==> src/rtl/secuenciador_de_melodia_pkg.sv <==
// melodia_pkg: note constants, ROM entry layout and sequencer states.
package melodia_pkg;
  localparam int FREQ_W = 10;
  localparam int DUR_W = 4;
  localparam int ENTRY_W = 14;
  localparam int IDX_W = 5;
  localparam logic [FREQ_W-1:0] NOTA_G4 = 10'd392;
  localparam logic [FREQ_W-1:0] NOTA_A4 = 10'd440;
  localparam logic [FREQ_W-1:0] NOTA_B4 = 10'd494;
  localparam logic [FREQ_W-1:0] NOTA_C5 = 10'd523;
  localparam logic [FREQ_W-1:0] NOTA_D5 = 10'd587;
  localparam logic [FREQ_W-1:0] NOTA_E5 = 10'd659;
  localparam logic [FREQ_W-1:0] NOTA_F5 = 10'd698;
  localparam logic [FREQ_W-1:0] NOTA_G5 = 10'd784;
  typedef enum logic [1:0] {REPOSO, SONAR, PAUSA, FIN} estado_t;
  function automatic logic [ENTRY_W-1:0] nota(logic [FREQ_W-1:0] f, logic [DUR_W-1:0] d);
    return {f, d};
  endfunction
endpackage

==> src/rtl/secuenciador_de_melodia_if.sv <==
// secuenciador_de_melodia_if: user controls in, tone-generator drive out.
interface secuenciador_de_melodia_if;
  import melodia_pkg::*;
  logic iniciar;
  logic detener;
  logic repetir;
  logic [FREQ_W-1:0] tono;
  logic sonando;
  logic [IDX_W-1:0] indice_nota;
  logic ocupado;
  logic fin;
  modport master (output iniciar, detener, repetir, input tono, sonando, indice_nota, ocupado, fin);
  modport slave (input iniciar, detener, repetir, output tono, sonando, indice_nota, ocupado, fin);
endinterface

==> src/rtl/secuenciador_de_melodia_rom_cumpleanos.sv <==
// rom_cumpleanos: "Happy Birthday" note table, {freq, dur}; dur=0 ends the song.
module rom_cumpleanos
  import melodia_pkg::*;
(
  input  logic [IDX_W-1:0]   addr_i,
  output logic [ENTRY_W-1:0] entry_o
);
  always_comb begin
    entry_o = '0;
    case (addr_i)
      5'd0:  entry_o = nota(NOTA_G4, 4'd1);
      5'd1:  entry_o = nota(NOTA_G4, 4'd1);
      5'd2:  entry_o = nota(NOTA_A4, 4'd2);
      5'd3:  entry_o = nota(NOTA_G4, 4'd2);
      5'd4:  entry_o = nota(NOTA_C5, 4'd2);
      5'd5:  entry_o = nota(NOTA_B4, 4'd4);
      5'd6:  entry_o = nota(NOTA_G4, 4'd1);
      5'd7:  entry_o = nota(NOTA_G4, 4'd1);
      5'd8:  entry_o = nota(NOTA_A4, 4'd2);
      5'd9:  entry_o = nota(NOTA_G4, 4'd2);
      5'd10: entry_o = nota(NOTA_D5, 4'd2);
      5'd11: entry_o = nota(NOTA_C5, 4'd4);
      5'd12: entry_o = nota(NOTA_G4, 4'd1);
      5'd13: entry_o = nota(NOTA_G4, 4'd1);
      5'd14: entry_o = nota(NOTA_G5, 4'd2);
      5'd15: entry_o = nota(NOTA_E5, 4'd2);
      5'd16: entry_o = nota(NOTA_C5, 4'd2);
      5'd17: entry_o = nota(NOTA_B4, 4'd2);
      5'd18: entry_o = nota(NOTA_A4, 4'd4);
      5'd19: entry_o = nota(NOTA_F5, 4'd1);
      5'd20: entry_o = nota(NOTA_F5, 4'd1);
      5'd21: entry_o = nota(NOTA_E5, 4'd2);
      5'd22: entry_o = nota(NOTA_C5, 4'd2);
      5'd23: entry_o = nota(NOTA_D5, 4'd2);
      5'd24: entry_o = nota(NOTA_C5, 4'd4);
      default: entry_o = '0;
    endcase
  end
endmodule

==> src/rtl/secuenciador_de_melodia.sv <==
// secuenciador_de_melodia: walks the note ROM, timing each note and its trailing gap.
// All outputs are registered from the next state and the ROM entry at the next index.
module secuenciador_de_melodia
  import melodia_pkg::*;
#(
  parameter int CLK_HZ  = 12_000_000,
  parameter int UNIT_MS = 125,
  parameter int GAP_MS  = 20
) (
  input logic clk_periodo,
  input logic rst_n,
  secuenciador_de_melodia_if.slave bus
);
  localparam int CYC_MS = CLK_HZ / 1000;
  localparam int CNT_W = $clog2(15 * UNIT_MS * CYC_MS + 1);
  localparam logic [CNT_W-1:0] LIM_GAP = CNT_W'(GAP_MS * CYC_MS - 1);
  estado_t state_q, state_d, state_n;
  logic [CNT_W-1:0] cnt_q, cnt_d, lim_son;
  logic [IDX_W-1:0] idx_q, idx_d;
  logic [DUR_W-1:0] dur_q;
  logic [ENTRY_W-1:0] entry;
  logic [FREQ_W-1:0] tono_q, tono_d;
  logic sonando_q, sonando_d, ocupado_q, fin_q;
  rom_cumpleanos u_rom (.addr_i(idx_d), .entry_o(entry));
  assign lim_son = CNT_W'((int'(dur_q) * UNIT_MS - GAP_MS) * CYC_MS - 1);
  always_comb begin
    state_n = state_q;
    idx_d = idx_q;
    cnt_d = cnt_q + 1'b1;
    case (state_q)
      REPOSO: begin
        cnt_d = '0;
        if (bus.iniciar) begin
          state_n = SONAR;
          idx_d = '0;
        end
      end
      SONAR: if (cnt_q == lim_son) begin
        state_n = PAUSA;
        cnt_d = '0;
      end
      PAUSA: if (cnt_q == LIM_GAP) begin
        state_n = SONAR;
        idx_d = idx_q + 1'b1;
        cnt_d = '0;
      end
      default: begin
        state_n = bus.repetir ? SONAR : REPOSO;
        idx_d = '0;
        cnt_d = '0;
      end
    endcase
    if (bus.detener) begin
      state_n = REPOSO;
      idx_d = '0;
      cnt_d = '0;
    end
  end
  // A freshly loaded entry with dur=0 is the end marker: divert to FIN.
  assign state_d = (state_n == SONAR && entry[DUR_W-1:0] == '0) ? FIN : state_n;
  assign tono_d = (state_d == SONAR) ? entry[ENTRY_W-1 -: FREQ_W] : '0;
  assign sonando_d = (state_d == SONAR) && (tono_d != '0);
  always_ff @(posedge clk_periodo or negedge rst_n) begin
    if (!rst_n) begin
      state_q <= REPOSO;
      cnt_q <= '0;
      idx_q <= '0;
      dur_q <= '0;
      tono_q <= '0;
      sonando_q <= 1'b0;
      ocupado_q <= 1'b0;
      fin_q <= 1'b0;
    end else begin
      state_q <= state_d;
      cnt_q <= cnt_d;
      idx_q <= idx_d;
      dur_q <= entry[DUR_W-1:0];
      tono_q <= tono_d;
      sonando_q <= sonando_d;
      ocupado_q <= state_d != REPOSO;
      fin_q <= state_d == FIN;
    end
  end
  assign bus.tono = tono_q;
  assign bus.sonando = sonando_q;
  assign bus.indice_nota = idx_q;
  assign bus.ocupado = ocupado_q;
  assign bus.fin = fin_q;
endmodule

==> src/flat_wrapper.sv <==
// flat-port wrapper written by rule: the top's interface ports become plain ports
module secuenciador_de_melodia_flat import melodia_pkg::*;
#(
  parameter int CLK_HZ  = 12_000_000,
  parameter int UNIT_MS = 125,
  parameter int GAP_MS  = 20
)
  (clk_periodo, rst_n, bus_iniciar, bus_detener, bus_repetir, bus_tono, bus_sonando, bus_indice_nota, bus_ocupado, bus_fin);
  secuenciador_de_melodia_if bus_i ();
  input logic clk_periodo;
  input logic rst_n;
  input wire logic [$bits(bus_i.iniciar)-1:0] bus_iniciar;
  input wire logic [$bits(bus_i.detener)-1:0] bus_detener;
  input wire logic [$bits(bus_i.repetir)-1:0] bus_repetir;
  output wire logic [$bits(bus_i.tono)-1:0] bus_tono;
  output wire logic [$bits(bus_i.sonando)-1:0] bus_sonando;
  output wire logic [$bits(bus_i.indice_nota)-1:0] bus_indice_nota;
  output wire logic [$bits(bus_i.ocupado)-1:0] bus_ocupado;
  output wire logic [$bits(bus_i.fin)-1:0] bus_fin;
  assign bus_i.iniciar = bus_iniciar;
  assign bus_i.detener = bus_detener;
  assign bus_i.repetir = bus_repetir;
  assign bus_tono = bus_i.tono;
  assign bus_sonando = bus_i.sonando;
  assign bus_indice_nota = bus_i.indice_nota;
  assign bus_ocupado = bus_i.ocupado;
  assign bus_fin = bus_i.fin;
  secuenciador_de_melodia #(.CLK_HZ(CLK_HZ), .UNIT_MS(UNIT_MS), .GAP_MS(GAP_MS)) u_core (.clk_periodo(clk_periodo), .rst_n(rst_n), .bus(bus_i));
endmodule
==> config.mk <==
export PLATFORM = sky130hd
export DESIGN_NAME = secuenciador_de_melodia_flat
export DESIGN_NICKNAME = d
export VERILOG_FILES = /design/src/rtl/secuenciador_de_melodia_pkg.sv /design/src/rtl/secuenciador_de_melodia_if.sv /design/src/rtl/secuenciador_de_melodia_rom_cumpleanos.sv /design/src/rtl/secuenciador_de_melodia.sv /design/src/flat_wrapper.sv
export SDC_FILE = /design/constraint.sdc
export NUM_CORES = 1
export LEC_CHECK = 0
export ABC_CLOCK_PERIOD_IN_PS = 13500
export BUFFER_PORTS_ARGS = -buffer_cell sky130_fd_sc_hd__buf_2
export CORE_MARGIN = 1.5
export CORE_UTILIZATION = 25
export CTS_BUF_LIST = sky130_fd_sc_hd__clkbuf_2
export CTS_CLUSTER_SIZE = 40
export DETAILED_ROUTE_END_ITERATION = 6
export SLEW_MARGIN = 25
export SYNTH_ARGS = -nofsm -noshare
export SYNTH_HDL_FRONTEND = slang
export SYNTH_SLANG_ARGS = --single-unit
==> constraint.sdc <==
create_clock -name clk_periodo -period 13.5 [get_ports clk_periodo]
set_clock_uncertainty 0.2 [all_clocks]
set_input_delay 0 -clock clk_periodo [delete_from_list [all_inputs] [get_ports clk_periodo]]
set_output_delay 0 -clock clk_periodo [all_outputs]
set_load 0.1 [all_outputs]
# [Word-level counts from Yosys, hierarchy flattened]
# Memory sizes are Yosys's and may differ from the RTL's.
# Index checks and enable logic that the tools add are counted.
[totals] romBits=416 word_cells=44 mem_count=1 register_bits=49
[op_classes] addsub=4 mul=2 muxes=16 n_reduce_logical=6 n_eq_ne=7
[memory_table] name="(name not given)" depth=32 word_bits=13 rd=1 rd_ports_with_merged_regs=0 write_ports=0 line_no="secuenciador_de_melodia_rom_cumpleanos.sv:10" text="case (addr_i)"
[ops] operator="$mux W25" count=3
[ops] operator="$pmux W25 S2" count=1
[ops] operator="$mul A32 B10 Y20 const B" count=1
[ops] operator="$sub A32 B6 Y32 const B" count=1
[ops] operator="$add A25 B1 Y25 const B" count=1
[ops] operator="$eq A25 B18 Y1 const B" count=1
[ops] operator="$eq A25 B25 Y1" count=1
[ops] operator="$sub A25 B2 Y25 const B" count=1
[ops] operator="$mux W5" count=3
[ops] operator="$pmux W5 S3" count=1
[ops] operator="$mul A4 B7 Y11 const B" count=1
[ops] operator="$mux W10" count=1
[ops] operator="$mux W2" count=5
[ops] operator="$reduce_bool A10 Y1" count=1
[ops] operator="$eq A2 B1 Y1 const B" count=3
[ops] operator="$pmux W2 S3" count=1
[ops] operator="$add A5 B1 Y5 const B" count=1
[ops] operator="$eq A2 B2 Y1 const B" count=2
[ops] operator="$logic_not A4 Y1" count=1
[ops] operator="$logic_and A1 B1 Y1" count=2
[ops] operator="$logic_not A2 Y1" count=1
[ops] operator="$reduce_bool A2 Y1" count=1
[ops] operator="$mux W1" count=1

# [Longest topological paths before layout]
# Gate-level depths: netlist of the first run.
[depth] ltp_word=15 ltp_mapped=37 depth_no_buf=36

# [Hierarchy]
# A second synthesis of the first run with hierarchy kept.
[hier_totals] hier_cells=850 hier_area_um2=7480.9
[by_module_without_submodules] module="secuenciador_de_melodia" instances=1 seq_area_each_um2=1226.2 cells_each=760 area_per_inst_um2=6851.6
[by_module_without_submodules] module="rom_cumpleanos" instances=1 seq_area_each_um2=0.0 cells_each=90 area_per_inst_um2=629.4

# [Worst setup path before layout of the first run]
# Ideal clock, no wire load.
[synth_path] kind="reg2reg" from="register u_core.dur_q[0]" to="register u_core.state_q[1]" setup_slack_ps=3456 setup_time_ps=130 period_less_slack_ps=10044 arrival_ps=9715 stages_incl_launch_ff=34 path_buffers=2 path_cell_list="dfrtp_1 -> buf_2 -> inv_1 -> fa_1 -> inv_1 -> fa_1 -> a2111oi_0 -> nor3_1 -> xnor2_1 -> nor2_1 -> and4_1 -> ha_1 -> inv_1 -> ha_1 -> fa_1 -> inv_1 -> fa_1 -> fa_1 -> inv_1 -> fa_1 -> ha_1 -> buf_2 -> a211oi_2 -> a211oi_1 -> a2111oi_0 -> nand3_1 -> a2111o_1 -> nor4_2 -> nand2_1 -> xnor2_1 -> or4_1 -> or4b_1 -> o21ai_2 -> o21ai_1"
[synth_between] elab_chain_len=11
[synth_rtl] item="start: declaration" line_no="secuenciador_de_melodia.sv:20" text="logic [DUR_W-1:0] dur_q;"
[synth_rtl] item="start signal: assignment" line_no="secuenciador_de_melodia.sv:77" text="dur_q <= entry[DUR_W-1:0];"
[synth_rtl] item="$mul A4 B7 Y11 *" line_no="secuenciador_de_melodia.sv:25" text="assign lim_son = CNT_W'((int'(dur_q) * UNIT_MS - GAP_MS) * CYC_MS - 1);"
[synth_rtl] item="$sub A32 B6 Y32 *" line_no="secuenciador_de_melodia.sv:25"
[synth_rtl] item="$mul A32 B10 Y20 *" line_no="secuenciador_de_melodia.sv:25"
[synth_rtl] item="$sub A25 B2 Y25 *" line_no="secuenciador_de_melodia.sv:25"
[synth_rtl] item="$eq A25 B25 Y1 *" line_no="secuenciador_de_melodia.sv:38" text="SONAR: if (cnt_q == lim_son) begin"
[synth_rtl] item="$mux W2 *" line_no="secuenciador_de_melodia.sv:38"
[synth_rtl] item="$pmux W2 S3 *" line_no="secuenciador_de_melodia.sv:30" text="case (state_q)"
[synth_rtl] item="$mux W2 *" line_no="secuenciador_de_melodia.sv:53" text="if (bus.detener) begin"
[synth_rtl] item="$eq A2 B1 Y1" line_no="secuenciador_de_melodia.sv:60" text="assign state_d = (state_n == SONAR && entry[DUR_W-1:0] == '0) ? FIN : state_n;"
[synth_rtl] item="$logic_and A1 B1 Y1" line_no="secuenciador_de_melodia.sv:60"
[synth_rtl] item="$mux W2 *" line_no="secuenciador_de_melodia.sv:60"
[synth_rtl] item="named net u_core.state_d[1]" line_no="secuenciador_de_melodia.sv:17" text="estado_t state_q, state_d, state_n;"
[synth_rtl] item="end signal: assignment" line_no="secuenciador_de_melodia.sv:74" text="state_q <= state_d;"
[synth_rtl] item="end: declaration" line_no="secuenciador_de_melodia.sv:17"
# The timed path passes the listed nets; every way through them passes the cells marked *.

# [Final worst setup path of the first run]
[layout_path] from="register u_core.dur_q[0]" to="register u_core.cnt_q[10]"
[layout_between] elab_chain_len=8
[layout_rtl] item="$mul A4 B7 Y11" line_no="secuenciador_de_melodia.sv:25"
[layout_rtl] item="$sub A32 B6 Y32" line_no="secuenciador_de_melodia.sv:25"
[layout_rtl] item="$mul A32 B10 Y20" line_no="secuenciador_de_melodia.sv:25"
[layout_rtl] item="$sub A25 B2 Y25" line_no="secuenciador_de_melodia.sv:25"
[layout_rtl] item="$eq A25 B25 Y1" line_no="secuenciador_de_melodia.sv:38"
[layout_rtl] item="$mux W25" line_no="secuenciador_de_melodia.sv:38"
[layout_rtl] item="$pmux W25 S2" line_no="secuenciador_de_melodia.sv:30"
[layout_rtl] item="$mux W25" line_no="secuenciador_de_melodia.sv:53"
[layout_rtl] item="named net u_core.cnt_d[10]" line_no="secuenciador_de_melodia.sv:18" text="logic [CNT_W-1:0] cnt_q, cnt_d, lim_son;"
[layout_rtl] item="end signal: assignment" line_no="secuenciador_de_melodia.sv:75" text="cnt_q <= cnt_d;"
[layout_rtl] item="end: declaration" line_no="secuenciador_de_melodia.sv:18"
# The timed path passes the listed nets, and every way through them passes these cells.

==> results.rst, run 1 <==
.. list-table::
   :header-rows: 1

   * - Metric
     - Value
   * - Post-layout util
     - between 20% and 30%
   * - Average footprint of a synthesized cell
     - 8.49 µm²
   * - First-pass GRT wire length
     - 31600 µm
   * - Max clock buf depth
     - 2
   * - Count of boundary I/O pins
     - 23
   * - Die boundary height
     - 175 µm
   * - Buffer cell driving the clock tree root
     - clkbuf_2
   * - Total power draw
     - roughly 270 µW
   * - Clock network fraction of design power
     - 30.5%
   * - Synthesized area
     - ~7400 µm²
   * - GRT Util Overall
     - 12.5%
   * - Data arrival time at the worst-slack endpoint
     - 11.52 ns
   * - Count of H-tree levels built during CTS
     - 2
   * - Critical-path top delay cell
     - dfrtp_1
   * - # clock sinks
     - 48
   * - Largest net degree at the start of global routing
     - 49
   * - Time the final worst path needs with I/O delays and setup
     - roughly 11 ns
   * - Number of CTS-inserted buffers
     - 5
   * - Total wirelength of the detailed-routed design
     - 18700 µm
   * - Net switching power figure
     - ~80 µW
   * - Worst-case vdd ir drop
     - about 0.045 mV
   * - Die footprint
     - 30500 µm²
   * - Pwr dens
     - 33.3 nW/µm²
   * - Switching fraction of total power
     - 30.4%
   * - Nature of the critical path startpoint
     - flop
   * - Synth Net Count
     - roughly 1000
   * - Number of distinct library cell variants in the gate-level netlist after synthesis
     - 84
   * - Antenna violations before repair
     - 0
   * - Detail Placement HPWL
     - 15100 µm
   * - Leftover overflow at the end of global routing
     - 0
   * - Status
     - completed
   * - Placeable core area
     - approximately 29000 µm²
   * - Starting density of the core
     - between 20 and 30%
   * - 1st-pass router iterations
     - 5
   * - Sequential cell fraction of total power
     - a little under three fifths
   * - Crit Path Max Fanout
     - 24
   * - Proportion of layout cells with a drive suffix above 1
     - under 10%
   * - Gate count after technology mapping
     - about 870
   * - Worst R2R Path Depth
     - 31
   * - Final count of pins violating max slew
     - 0
   * - Number of hold violations in the final report
     - 0
   * - Max-capacitance violation count
     - 0
   * - Routability congestion estimate
     - 0.896
   * - Fin nets
     - 1018
   * - Part of the Yosys area used for sequential elements
     - between 15 and 20%
   * - Worst hold path cell count
     - 4
   * - Slew margin rel.
     - 34.0%
   * - Number of I/O port buffers
     - 22
   * - Number of nets with antenna violations after routing
     - 0
   * - Most instantiated flip-flop cell in the synthesis netlist
     - dfrtp_1
   * - Comb power frac
     - 14.1%
   * - Actual slew at the worst max-slew pin
     - 0.983 ns
   * - Share of synthesized registers carrying an async set or reset
     - 100%
   * - Required time at the endpoint of the critical path
     - 13.59 ns
   * - Worst slack on hold paths
     - 0.252 ns
   * - Worst skew pair latency
     - 0.45 ns
   * - Internal power contribution
     - 185 µW
   * - Antenna Diode Count
     - 0
   * - Horizontal die dimension
     - roughly 170 µm
   * - Clock tree from TritonCTS
     - yes
   * - Flip-flop and latch count after synthesis
     - 48
   * - DRC viols
     - 0
   * - Setup repair after global routing missed its margin
     - false
   * - Maximum clock frequency
     - 0.0875 GHz
   * - Longest individual stage delay on the worst path
     - between 0.8 and 0.9 ns
   * - Via count of the first global-routing pass
     - 6104
   * - Number of endpoints failing setup at the final stage
     - 0
   * - Syn-to-layout area delta
     - 8.68%
   * - Average vias per placed instance
     - between 4 and 5
   * - Via count of the routed design
     - 6256
   * - Crit Path Category
     - reg -> reg
   * - Class of the tightest hold or removal check
     - in -> reg
   * - First DRT Iteration DRCs
     - 392
   * - Final critical-path share of the clock period
     - 84.7%
   * - Yosys synthesis warning count
     - 0
   * - Setup crit end kind
     - flop
   * - CTS clk-pin slew, worst paths
     - roughly 0.27 ns
   * - Number of enable flip-flop cells after synthesis
     - 0
   * - Setup total negative slack
     - 0 ns
   * - Static leakage power
     - ~0.0036 µW
   * - Number of placement rows
     - 62
   * - Average detailed-routed wire length per instance
     - 14.8 µm
   * - Post-CTS setup buffer count
     - 0
[layer usage]
layer	GRT usage [%]	part of all wire (%)
met2	20.7	46
met4	1.53	0.79
met1	18.2	49
met3	0.979	4.4
met5	0	0
[what timing repair did]
item | 4_1_cts | 5_1_grt
endpoints found under the hold margin | 63 | 0
resized for setup | 0 | 0
hold buffers | 6 | 0
[final timing paths]
path                                            from                                   to  slack, ns
setup / recovery           u_core.dur_q[0]$_DFF_PN0_           u_core.cnt_q[10]$_DFF_PN0_       2.07
hold / removal                           bus_detener            u_core.cnt_q[6]$_DFF_PN0_       0.25
setup reg to reg           u_core.dur_q[0]$_DFF_PN0_           u_core.cnt_q[10]$_DFF_PN0_       2.07
hold reg to reg            u_core.cnt_q[0]$_DFF_PN0_            u_core.cnt_q[0]$_DFF_PN0_       0.30
max in group asynchronous                      rst_n            u_core.cnt_q[7]$_DFF_PN0_      12.49
min in group asynchronous                      rst_n  u_core.bus.indice_nota[4]$_DFF_PN0_       0.34
[placed cells by master, fill, tap and decap left out, types with 5 or more instances in the layout]
| cell type | n |
|---|---|
| xnor2_1 | 54 |
| a211oi_1 | 8 |
| o21ai_0 | 26 |
| buf_2 | 21 |
| and4_1 | 7 |
| o41ai_1 | 5 |
| nor3_1 | 18 |
| o211ai_1 | 5 |
| a31oi_1 | 8 |
| nand3_1 | 34 |
| a21o_1 | 7 |
| o31ai_1 | 6 |
| nor4_1 | 7 |
| or2_2 | 6 |
| inv_1 | 99 |
| xor2_1 | 36 |
| and2_1 | 9 |
| clkbuf_2 | 5 |
| nand2_1 | 55 |
| fa_1 | 47 |
| nand2b_1 | 9 |
| nor2_1 | 75 |
| dfrtp_1 | 48 |
| o21ai_1 | 6 |
| or4_1 | 7 |
| o21a_1 | 7 |
| nor2b_1 | 9 |
| a21oi_1 | 46 |
| dlygate4sd3_1 | 5 |
| and3_1 | 13 |
| ha_1 | 87 |
[logic make-up after synthesis]
family	after synthesis	synth area share [%]
DFF	48	16.3
xor gates and xnor gates	91	11.0
muxes	6	0.850
and+or+nand+nor	288	21.2
AOI/OAI and AO/OA	173	16.3
buffers and inverters	127	6.80
adders and majority gates	134	27.6
[metrics by stage]
stage	area, µm²	std cells	worst slack [ns]
4_1_cts	8000	1264	1.84
5_1_grt	8000	1264	1.30
2_1_floorplan	7360	867	3.46
3_3_place_gp	7850	1250	2.22
3_5_place_dp	7850	1250	1.94
6_report	8000	1264	2.07
[area by class of cell]
cell class	instances	area, µm²
timing repair buffer	29	198
multi-input combinational	692	5670
tap	384	480
clock buffer	5	25.0
fill	3076	20900
clock inverter	3	42.5
inverter	103	387
sequential	48	1200
[worst max-delay path, delay by kind of cell (launching register included)]
kind                     cells  cell delay (ns)
adder cells (fa/ha/maj)     10             4.54
AO/OA/AOI/OAI                7             2.53
AND/OR/NAND/NOR              9             2.13
flip-flops                   1             0.85
buffers and inverters        4             0.53
XOR/XNOR                     1             0.47
[power groups by stage]
stage	combinational [µW]	sequential [µW]	clock, µW
floorplan	11.2	166	0
global placement	35.4	150	0
detailed placement	35.5	150	0
CTS	37.8	148	83.9
global route	40.4	148	88.6
finish	37.5	148	81.3
[synthesized netlist by cell type, types with 11 or more instances]
cell type,number,area [µm²]
inv_1,99,372
ha_1,87,1090
nor2_1,75,282
nand2_1,55,206
xnor2_1,54,473
dfrtp_1,48,1200
fa_1,47,941
a21oi_1,46,230
xor2_1,36,315
nand3_1,34,170
o21ai_0,26,130
nor3_1,18,90.1
and3_1,13,81.3
clkbuf_1,11,41.3
[flip-flops by register name, summed over array words and instances (netlist names)]
signal                  count
u_core.cnt_q               25
u_core.bus.fin              1
u_core.dur_q                3
u_core.state_q              2
u_core.bus.indice_nota      5
u_core.bus.sonando          1
u_core.bus.ocupado          1
u_core.bus.tono            10
No activity file was read; power rests on OpenSTA's default activity.
==> run 2, diff against run 1 <==
ABC_CLOCK_PERIOD_IN_PS = 9690   (was 13500)
clock period = 9.69 ns   (was 13.5 ns; I/O delays follow)
==> results.rst, run 2 (synthesis results as in run 1) <==
.. list-table::
   :header-rows: 1

   * - Metric
     - Value
   * - Detail Placement HPWL
     - 15400 µm (+1.9%)
   * - Clock tree from TritonCTS
     - yes
   * - Crit Path Category
     - reg -> reg
   * - Via count of the first global-routing pass
     - 6393 (+4.7%)
   * - Number of I/O port buffers
     - 22 (unchanged)
   * - Reg-to-Reg End
     - u_core.state_q[1]$_DFF_PN0_
   * - Number of endpoints failing setup at the final stage
     - 0 (unchanged)
   * - Routability congestion estimate
     - 0.865 (-3.5%)
   * - Status
     - completed
   * - Fin nets
     - 1044 (+2.6%)
   * - Buffer cell driving the clock tree root
     - clkbuf_2
   * - CTS clk-pin slew, worst paths
     - 0.30 ns (+0.03 ns)
   * - Total met2 wirelength after detailed routing
     - 8710 µm (+1.4%)
   * - Time the final worst path needs with I/O delays and setup
     - 9.31 ns (-2.12 ns)
   * - Critical-path top delay cell
     - fa_1
   * - Capture endpoint of the worst hold path
     - u_core.cnt_q[6]$_DFF_PN0_
   * - Placed instance area
     - 8080 µm² (+2.9%)
   * - Number of CTS-inserted buffers
     - 5 (unchanged)
   * - Syn-to-layout area delta
     - 13.1%
   * - Leftover overflow at the end of global routing
     - 0 (unchanged)
   * - Total wirelength of the detailed-routed design
     - 19100 µm (+2.5%)
   * - Setup crit end kind
     - flop
   * - Worst-case vdd ir drop
     - 0.0824 mV (+85%)
   * - Length of routed met3 wiring
     - 555 µm (-33%)
   * - GRT Util Overall
     - 12.7% (+0.18 points)
   * - Minimum setup slack after placement
     - -0.0362 ns (-1.98 ns)
   * - Static leakage power
     - 0.00378 µW (+4.4%)
   * - Number of hold violations in the final report
     - 0 (unchanged)
   * - Count of boundary I/O pins
     - 23 (unchanged)
   * - Top reg by flops
     - u_core.cnt_q
   * - R2R Path Start
     - u_core.dur_q[0]$_DFF_PN0_
   * - Slack of the worst reg-to-reg path
     - 0.38 ns (-1.69 ns)
   * - Antenna Diode Count
     - 0 (unchanged)
   * - Placeable core area
     - 28900 µm² (unchanged)
   * - Commonest cells after routing, fill and taps aside
     - inv_1 (97), ha_1 (84), nor2_1 (74)
   * - Nature of the critical path startpoint
     - flop
   * - Horizontal die dimension
     - 175 µm (unchanged)
   * - Average detailed-routed wire length per instance
     - 14.8 µm (+0.45%)
   * - Routed metal-1 wire length
     - 9460 µm (+4.0%)
   * - Die footprint
     - 30500 µm² (unchanged)
   * - Number of flip-flops under the largest register name
     - 25 (unchanged)
   * - Largest net degree at the start of global routing
     - 49 (unchanged)
   * - Proportion of layout cells with a drive suffix above 1
     - 12.8% (+5.4 points)
   * - Crit path setup slack, layout
     - 0.385 ns (-1.69 ns)
   * - Max Used Layer
     - met4
   * - Actual slew at the worst max-slew pin
     - 0.949 ns (-0.0344 ns)
   * - Maximum clock frequency
     - 0.107 GHz (+23%)
   * - Die boundary height
     - 175 µm (unchanged)
   * - Final critical-path share of the clock period
     - 96.0% (+11 points)
   * - Class of the tightest hold or removal check
     - in -> reg
   * - Worst skew pair latency
     - 0.47 ns (+0.02 ns)
   * - # clock sinks
     - 48 (unchanged)
   * - Worst R2R Path Depth
     - 32 (+3.2%)
   * - Number of nets with antenna violations after routing
     - 0 (unchanged)
   * - Final count of pins violating max slew
     - 0 (unchanged)
   * - Count of H-tree levels built during CTS
     - 2 (unchanged)
   * - Number of placement rows
     - 62 (unchanged)
   * - Antenna violations before repair
     - 0 (unchanged)
   * - First-pass GRT wire length
     - 31900 µm (+0.98%)
   * - Max-capacitance violation count
     - 0 (unchanged)
   * - Longest individual stage delay on the worst path
     - 0.57 ns (-0.28 ns)
   * - Starting density of the core
     - 25.5% (unchanged)
   * - Startpoint of the worst hold path
     - bus_detener
   * - Critical path's most frequent cell
     - fa_1
   * - Pwr dens
     - 45.3 nW/µm² (+36%)
   * - Worst hold path cell count
     - 4 (unchanged)
   * - Max clock buf depth
     - 2 (unchanged)
   * - Most common cell after layout, fill and taps aside
     - inv_1
   * - Crit Path Max Fanout
     - 9 (-63%)
   * - Final std cell area, no fill
     - 8330 µm² (+4.1%)
   * - Average vias per placed instance
     - 4.88 (-1.5%)
   * - Via count of the routed design
     - 6289 (+0.53%)
   * - 1st-pass router iterations
     - 5 (unchanged)
   * - First DRT Iteration DRCs
     - 336 (-14%)
   * - DRC viols
     - 0 (unchanged)
   * - Data arrival time at the worst-slack endpoint
     - 9.49 ns (-2.03 ns)
   * - Slew margin rel.
     - 36.3% (+2.3 points)
   * - Required time at the endpoint of the critical path
     - 9.88 ns (-3.71 ns)
-- run 2: cell count changes in the layout (fill, tap and decap cells not counted), sizes merged --
cell    before  now
buf         24   50
clkinv       3    2
inv        101  102
-- run 2: how the worst max path moves through the flow --
stage | start | endpoint | cells past startpoint
floorplan | u_core.dur_q[0]$_DFF_PN0_ | u_core.state_q[1]$_DFF_PN0_ | 33
global placement | u_core.dur_q[0]$_DFF_PN0_ | u_core.state_q[1]$_DFF_PN0_ | 32
detailed placement | u_core.dur_q[0]$_DFF_PN0_ | u_core.state_q[1]$_DFF_PN0_ | 32
CTS | u_core.dur_q[0]$_DFF_PN0_ | u_core.state_q[1]$_DFF_PN0_ | 32
global route | u_core.dur_q[0]$_DFF_PN0_ | u_core.state_q[1]$_DFF_PN0_ | 32
finish | u_core.dur_q[0]$_DFF_PN0_ | u_core.state_q[1]$_DFF_PN0_ | 32
-- run 2: worst max-delay path, delay by kind of cell, from the launching register on --
kind,cells,cell delay (ns)
fa+ha+maj,9,3.84
xor+xnor,1,0.17
buf+inv,5,0.37
simple gates,9,2.29
flops,1,0.43
compound gates,8,1.89
-- run 2: layout make-up --
cell class	count	area, µm²
Clock buffer	5	25.0
Clock inverter	3	46.3
Fill cell	3094	20500
Inverter	103	387
Multi-Input combinational cell	692	5810
Sequential cell	48	1200
Tap cell	384	480
Timing Repair Buffer	55	374
-- run 2: stage by stage --
step	setup TNS, ns	utilization [%]	std cells	total power (µW)	hold slack [ns]
2_1_floorplan	0	-	867	247	-0.496
3_3_place_gp	0	28.0	1276	260	-0.0528
3_5_place_dp	-0.0383	28.0	1276	260	-0.0324
4_1_cts	0	28.4	1289	383	0.168
5_1_grt	-0.0107	28.9	1290	393	0.182
6_report	0	28.9	1290	377	0.196
-- run 2: repair_timing --
item	CTS	global route
pin swaps	1	5
hold endpoints to repair	88	0
gates resized for setup	2	29
hold buffers	5	0
setup buffers	0	1
setup endpoints to repair	8	40
-- run 2: layer usage --
layer / GRT usage (%) / vias to the layer above
met5: 0 / -
met4: 2.96 / 0
met2: 21.0 / 95
met3: 1.31 / 23
met1: 17.8 / 3068
li1: - / 3103
-- run 2: report_power, final --
part           switching (µW)  total [µW]  leakage [µW]  internal, µW
clock                    74.4         119     0.0000396          44.5
combinational            41.2        52.3       0.00308          11.1
sequential               1.59         206      0.000656           204
==> run 3, diff against run 2 <==
ABC_AREA = 1   (was unset)
GPL_ROUTABILITY_DRIVEN = 0   (was unset)
==> results.rst, run 3 <==
.. list-table::
   :header-rows: 1

   * - Metric
     - Value
   * - Status
     - completed
   * - Detail Placement HPWL
     - 16100 µm (+4.6%)
   * - Worst-case vdd ir drop
     - 0.0550 mV (-33%)
   * - Final count of pins violating max slew
     - 0 (unchanged)
   * - Number of distinct library cell variants in the gate-level netlist after synthesis
     - 50 (-40%)
   * - Die boundary height
     - 179 µm (+2.8%)
   * - Part of the Yosys area used for sequential elements
     - 15.4% (-0.88 points)
   * - Crit Path Category
     - reg -> reg
   * - Average detailed-routed wire length per instance
     - 12.4 µm (-17%)
   * - Buffer cell driving the clock tree root
     - clkbuf_2
   * - Setup crit end kind
     - flop
   * - Placeable core area
     - 30600 µm² (+6.0%)
   * - Actual slew at the worst max-slew pin
     - 0.714 ns (-0.235 ns)
   * - Number of nets with antenna violations after routing
     - 0 (unchanged)
   * - Number of flip-flops under the largest register name
     - 25 (unchanged)
   * - Top cells by count, synth
     - nand2_1 (269), inv_1 (197), nand3_1 (93), nor2_1 (93), ha_1 (87)
   * - CTS clk-pin slew, worst paths
     - 0.30 ns (about the same)
   * - Largest net degree at the start of global routing
     - 49 (unchanged)
   * - Worst path top cell family by delay
     - adder cells
   * - Total wirelength of the detailed-routed design
     - 19000 µm (-0.72%)
   * - 1st-pass router iterations
     - 5 (unchanged)
   * - Time the final worst path needs with I/O delays and setup
     - 8.80 ns (-0.502 ns)
   * - Count of boundary I/O pins
     - 23 (unchanged)
   * - First DRT Iteration DRCs
     - 424 (+26%)
   * - Crit path setup slack, layout
     - 0.887 ns (+0.502 ns)
   * - Most instantiated flip-flop cell in the synthesis netlist
     - dfrtp_1
   * - Flip-flop and latch count after synthesis
     - 48 (unchanged)
   * - Post-layout util
     - 27.8% (-1.1 points)
   * - Largest area contributor in the netlist
     - dfrtp_1
   * - Max clock buf depth
     - 2 (unchanged)
   * - Maximum clock frequency
     - 0.114 GHz (+5.7%)
   * - Max-capacitance violation count
     - 0 (unchanged)
   * - Critical-path top delay cell
     - dfrtp_1
   * - Clock tree from TritonCTS
     - yes
   * - Class of the tightest hold or removal check
     - in -> reg
   * - Minimum setup slack after placement
     - 0.947 ns (+0.984 ns)
   * - Crit Path Max Fanout
     - 13 (+4)
   * - Required time at the endpoint of the critical path
     - 9.89 ns (about the same)
   * - First-pass GRT wire length
     - 32700 µm (+2.5%)
   * - # clock sinks
     - 48 (unchanged)
   * - Antenna Diode Count
     - 0 (unchanged)
   * - Leftover overflow at the end of global routing
     - 0 (unchanged)
   * - Average footprint of a synthesized cell
     - 7.03 µm² (-17%)
   * - Post-CTS setup buffer count
     - 0 (unchanged)
   * - Sequential cell area
     - 1200 µm² (-0.10%)
   * - Setup repair after global routing missed its margin
     - false
   * - Static leakage power
     - 0.00455 µW (+21%)
   * - Fin nets
     - 1276 (+22%)
   * - Pwr dens
     - 45.3 nW/µm² (about the same)
   * - Placed instance area
     - 8350 µm² (+3.3%)
   * - Top reg by flops
     - u_core.cnt_q
   * - Count of H-tree levels built during CTS
     - 2 (unchanged)
   * - Starting density of the core
     - 25.4% (-0.070 points)
   * - Synthesized area
     - 7780 µm² (+5.7%)
   * - Most frequent cell after synthesis
     - nand2_1
   * - Gate count after technology mapping
     - 1107 (+28%)
   * - Via count of the routed design
     - 6885 (+9.5%)
   * - Antenna violations before repair
     - 0 (unchanged)
   * - Die footprint
     - 32200 µm² (+5.6%)
   * - Worst path buffer plus inverter count
     - 7 (+2)
   * - Number of enable flip-flop cells after synthesis
     - 0 (unchanged)
   * - Final critical-path share of the clock period
     - 90.8% (-5.2 points)
   * - Synth Net Count
     - 1246 (+24%)
   * - Average vias per placed instance
     - 4.49 (-7.9%)
   * - GRT Util Overall
     - 12.1% (-0.63 points)
   * - Critical path's most frequent cell
     - nand2_1
   * - Horizontal die dimension
     - 179 µm (+2.8%)
   * - DRC viols
     - 0 (unchanged)
   * - Proportion of layout cells with a drive suffix above 1
     - 11.7% (-1.1 points)
   * - Most common cell after layout, fill and taps aside
     - nand2_1
   * - Data arrival time at the worst-slack endpoint
     - 9.00 ns (-0.49 ns)
   * - Number of CTS-inserted buffers
     - 5 (unchanged)
   * - Number of fillers in the final layout
     - 3406 (+10%)
   * - Worst skew pair latency
     - 0.47 ns (about the same)
   * - Longest individual stage delay on the worst path
     - 0.67 ns (+0.10 ns)
   * - Via count of the first global-routing pass
     - 6728 (+5.2%)
   * - Slew margin rel.
     - 52.3% (+16 points)
   * - Final std cell area, no fill
     - 8490 µm² (+2.0%)
   * - Total power draw
     - 384 µW (+1.9%)
   * - Share of synthesized registers carrying an async set or reset
     - 100% (unchanged)
   * - Yosys synthesis warning count
     - 0 (unchanged)
   * - Combined area of the multi-input logic cells
     - 5690 µm² (-2.1%)
   * - Number of placement rows
     - 64 (+3.2%)
   * - Nature of the critical path startpoint
     - flop
   * - Syn-to-layout area delta
     - 9.08%
   * - Number of hold violations in the final report
     - 0 (unchanged)
   * - Fraction of synthesized cell area taken by the top area cell type
     - 15.4% (-0.88 points)
   * - Number of endpoints failing setup at the final stage
     - 0 (unchanged)
   * - Setup total negative slack
     - 0 ns (unchanged)
   * - Commonest cells after routing, fill and taps aside
     - nand2_1 (269), inv_1 (197), nor2_1 (93), nand3_1 (93), ha_1 (87)
   * - Number of I/O port buffers
     - 22 (unchanged)
   * - Top cells by area in the synthesized netlist
     - dfrtp_1 (15%), ha_1 (14%), nand2_1 (13%)
[run 3: cell count changes in the layout (fill, tap and decap cells not counted), sizes merged, moves of 10 or more]
cell / before / now
nand2: 55 / 294
a211oi: 12 / 1
a21oi: 46 / 31
xnor2: 54 / 14
and3: 13 / 0
nand3: 35 / 104
nand4: 4 / 24
nor3: 22 / 32
inv: 102 / 217
buf: 50 / 25
nor2: 75 / 110
[run 3: worst register-to-register path, delay by kind of cell (launching register included)]
family,cells,cell delay [ns]
buf+inv,7,0.81
simple gates,21,2.57
fa+ha+maj,10,4.21
flops,1,0.67
compound gates,2,0.30
[run 3: what timing repair did]
action,CTS,global route
gates resized for setup,0,0
endpoints found under the hold margin,92,0
hold buffers,6,0
endpoints found under the setup margin,0,15
[run 3: worst paths after layout]
| path | startpoint | endpoint | slack (ns) | cells past startpoint |
|---|---|---|---|---|
| setup / recovery | u_core.dur_q[1]$_DFF_PN0_ | u_core.bus.tono[9]$_DFF_PN0_ | 0.89 | 40 |
| hold / removal | bus_detener | u_core.cnt_q[6]$_DFF_PN0_ | 0.22 | 5 |
| setup reg to reg | u_core.dur_q[1]$_DFF_PN0_ | u_core.bus.tono[9]$_DFF_PN0_ | 0.89 | 40 |
| hold reg to reg | u_core.cnt_q[0]$_DFF_PN0_ | u_core.cnt_q[0]$_DFF_PN0_ | 0.30 | 1 |
| max in group asynchronous | rst_n | u_core.bus.indice_nota[2]$_DFF_PN0_ | 8.37 | 4 |
| min in group asynchronous | rst_n | u_core.bus.tono[6]$_DFF_PN0_ | 0.47 | 4 |
[run 3: final cells by class]
cell class	instances	share of cell area, %
Multi-Input combinational cell	834	67.0
Clock inverter	3	0.810
Tap cell	396	5.84
Sequential cell	48	14.1
Clock buffer	5	0.295
Timing Repair Buffer	30	2.15
Inverter	218	9.73
[run 3: report_power, final]
group          total, µW  internal, µW  switching, µW
Sequential           205           203           1.14
Combinational       37.9          6.97           30.9
Clock                142          70.4           71.6
[run 3: metal layers]
| layer | up-vias | track usage (%) | routed length (µm) |
|---|---|---|---|
| met4 | 0 | 2.07 | 201 |
| met3 | 12 | 2.07 | 834 |
| met5 | - | 0 | 0 |
| li1 | 3544 | - | - |
| met2 | 125 | 20.7 | 8870 |
| met1 | 3204 | 16.1 | 9080 |
[run 3: logic make-up after synthesis]
| family | Yosys count | share of synthesized area (%) |
|---|---|---|
| AOI/OAI and AO/OA | 76 | 5.67 |
| adders and majority gates | 134 | 26.1 |
| DFF | 48 | 15.4 |
| and+or+nand+nor | 580 | 36.2 |
| xor gates and xnor gates | 44 | 5.13 |
| buffers and inverters | 225 | 11.4 |
[run 3: metrics by stage]
step / std cells / hold WS (ns)
6_report: 1534 / 0.222
5_1_grt: 1534 / 0.195
4_1_cts: 1535 / 0.191
3_5_place_dp: 1521 / -0.0472
3_3_place_gp: 1521 / -0.0515
2_1_floorplan: 1107 / -0.496
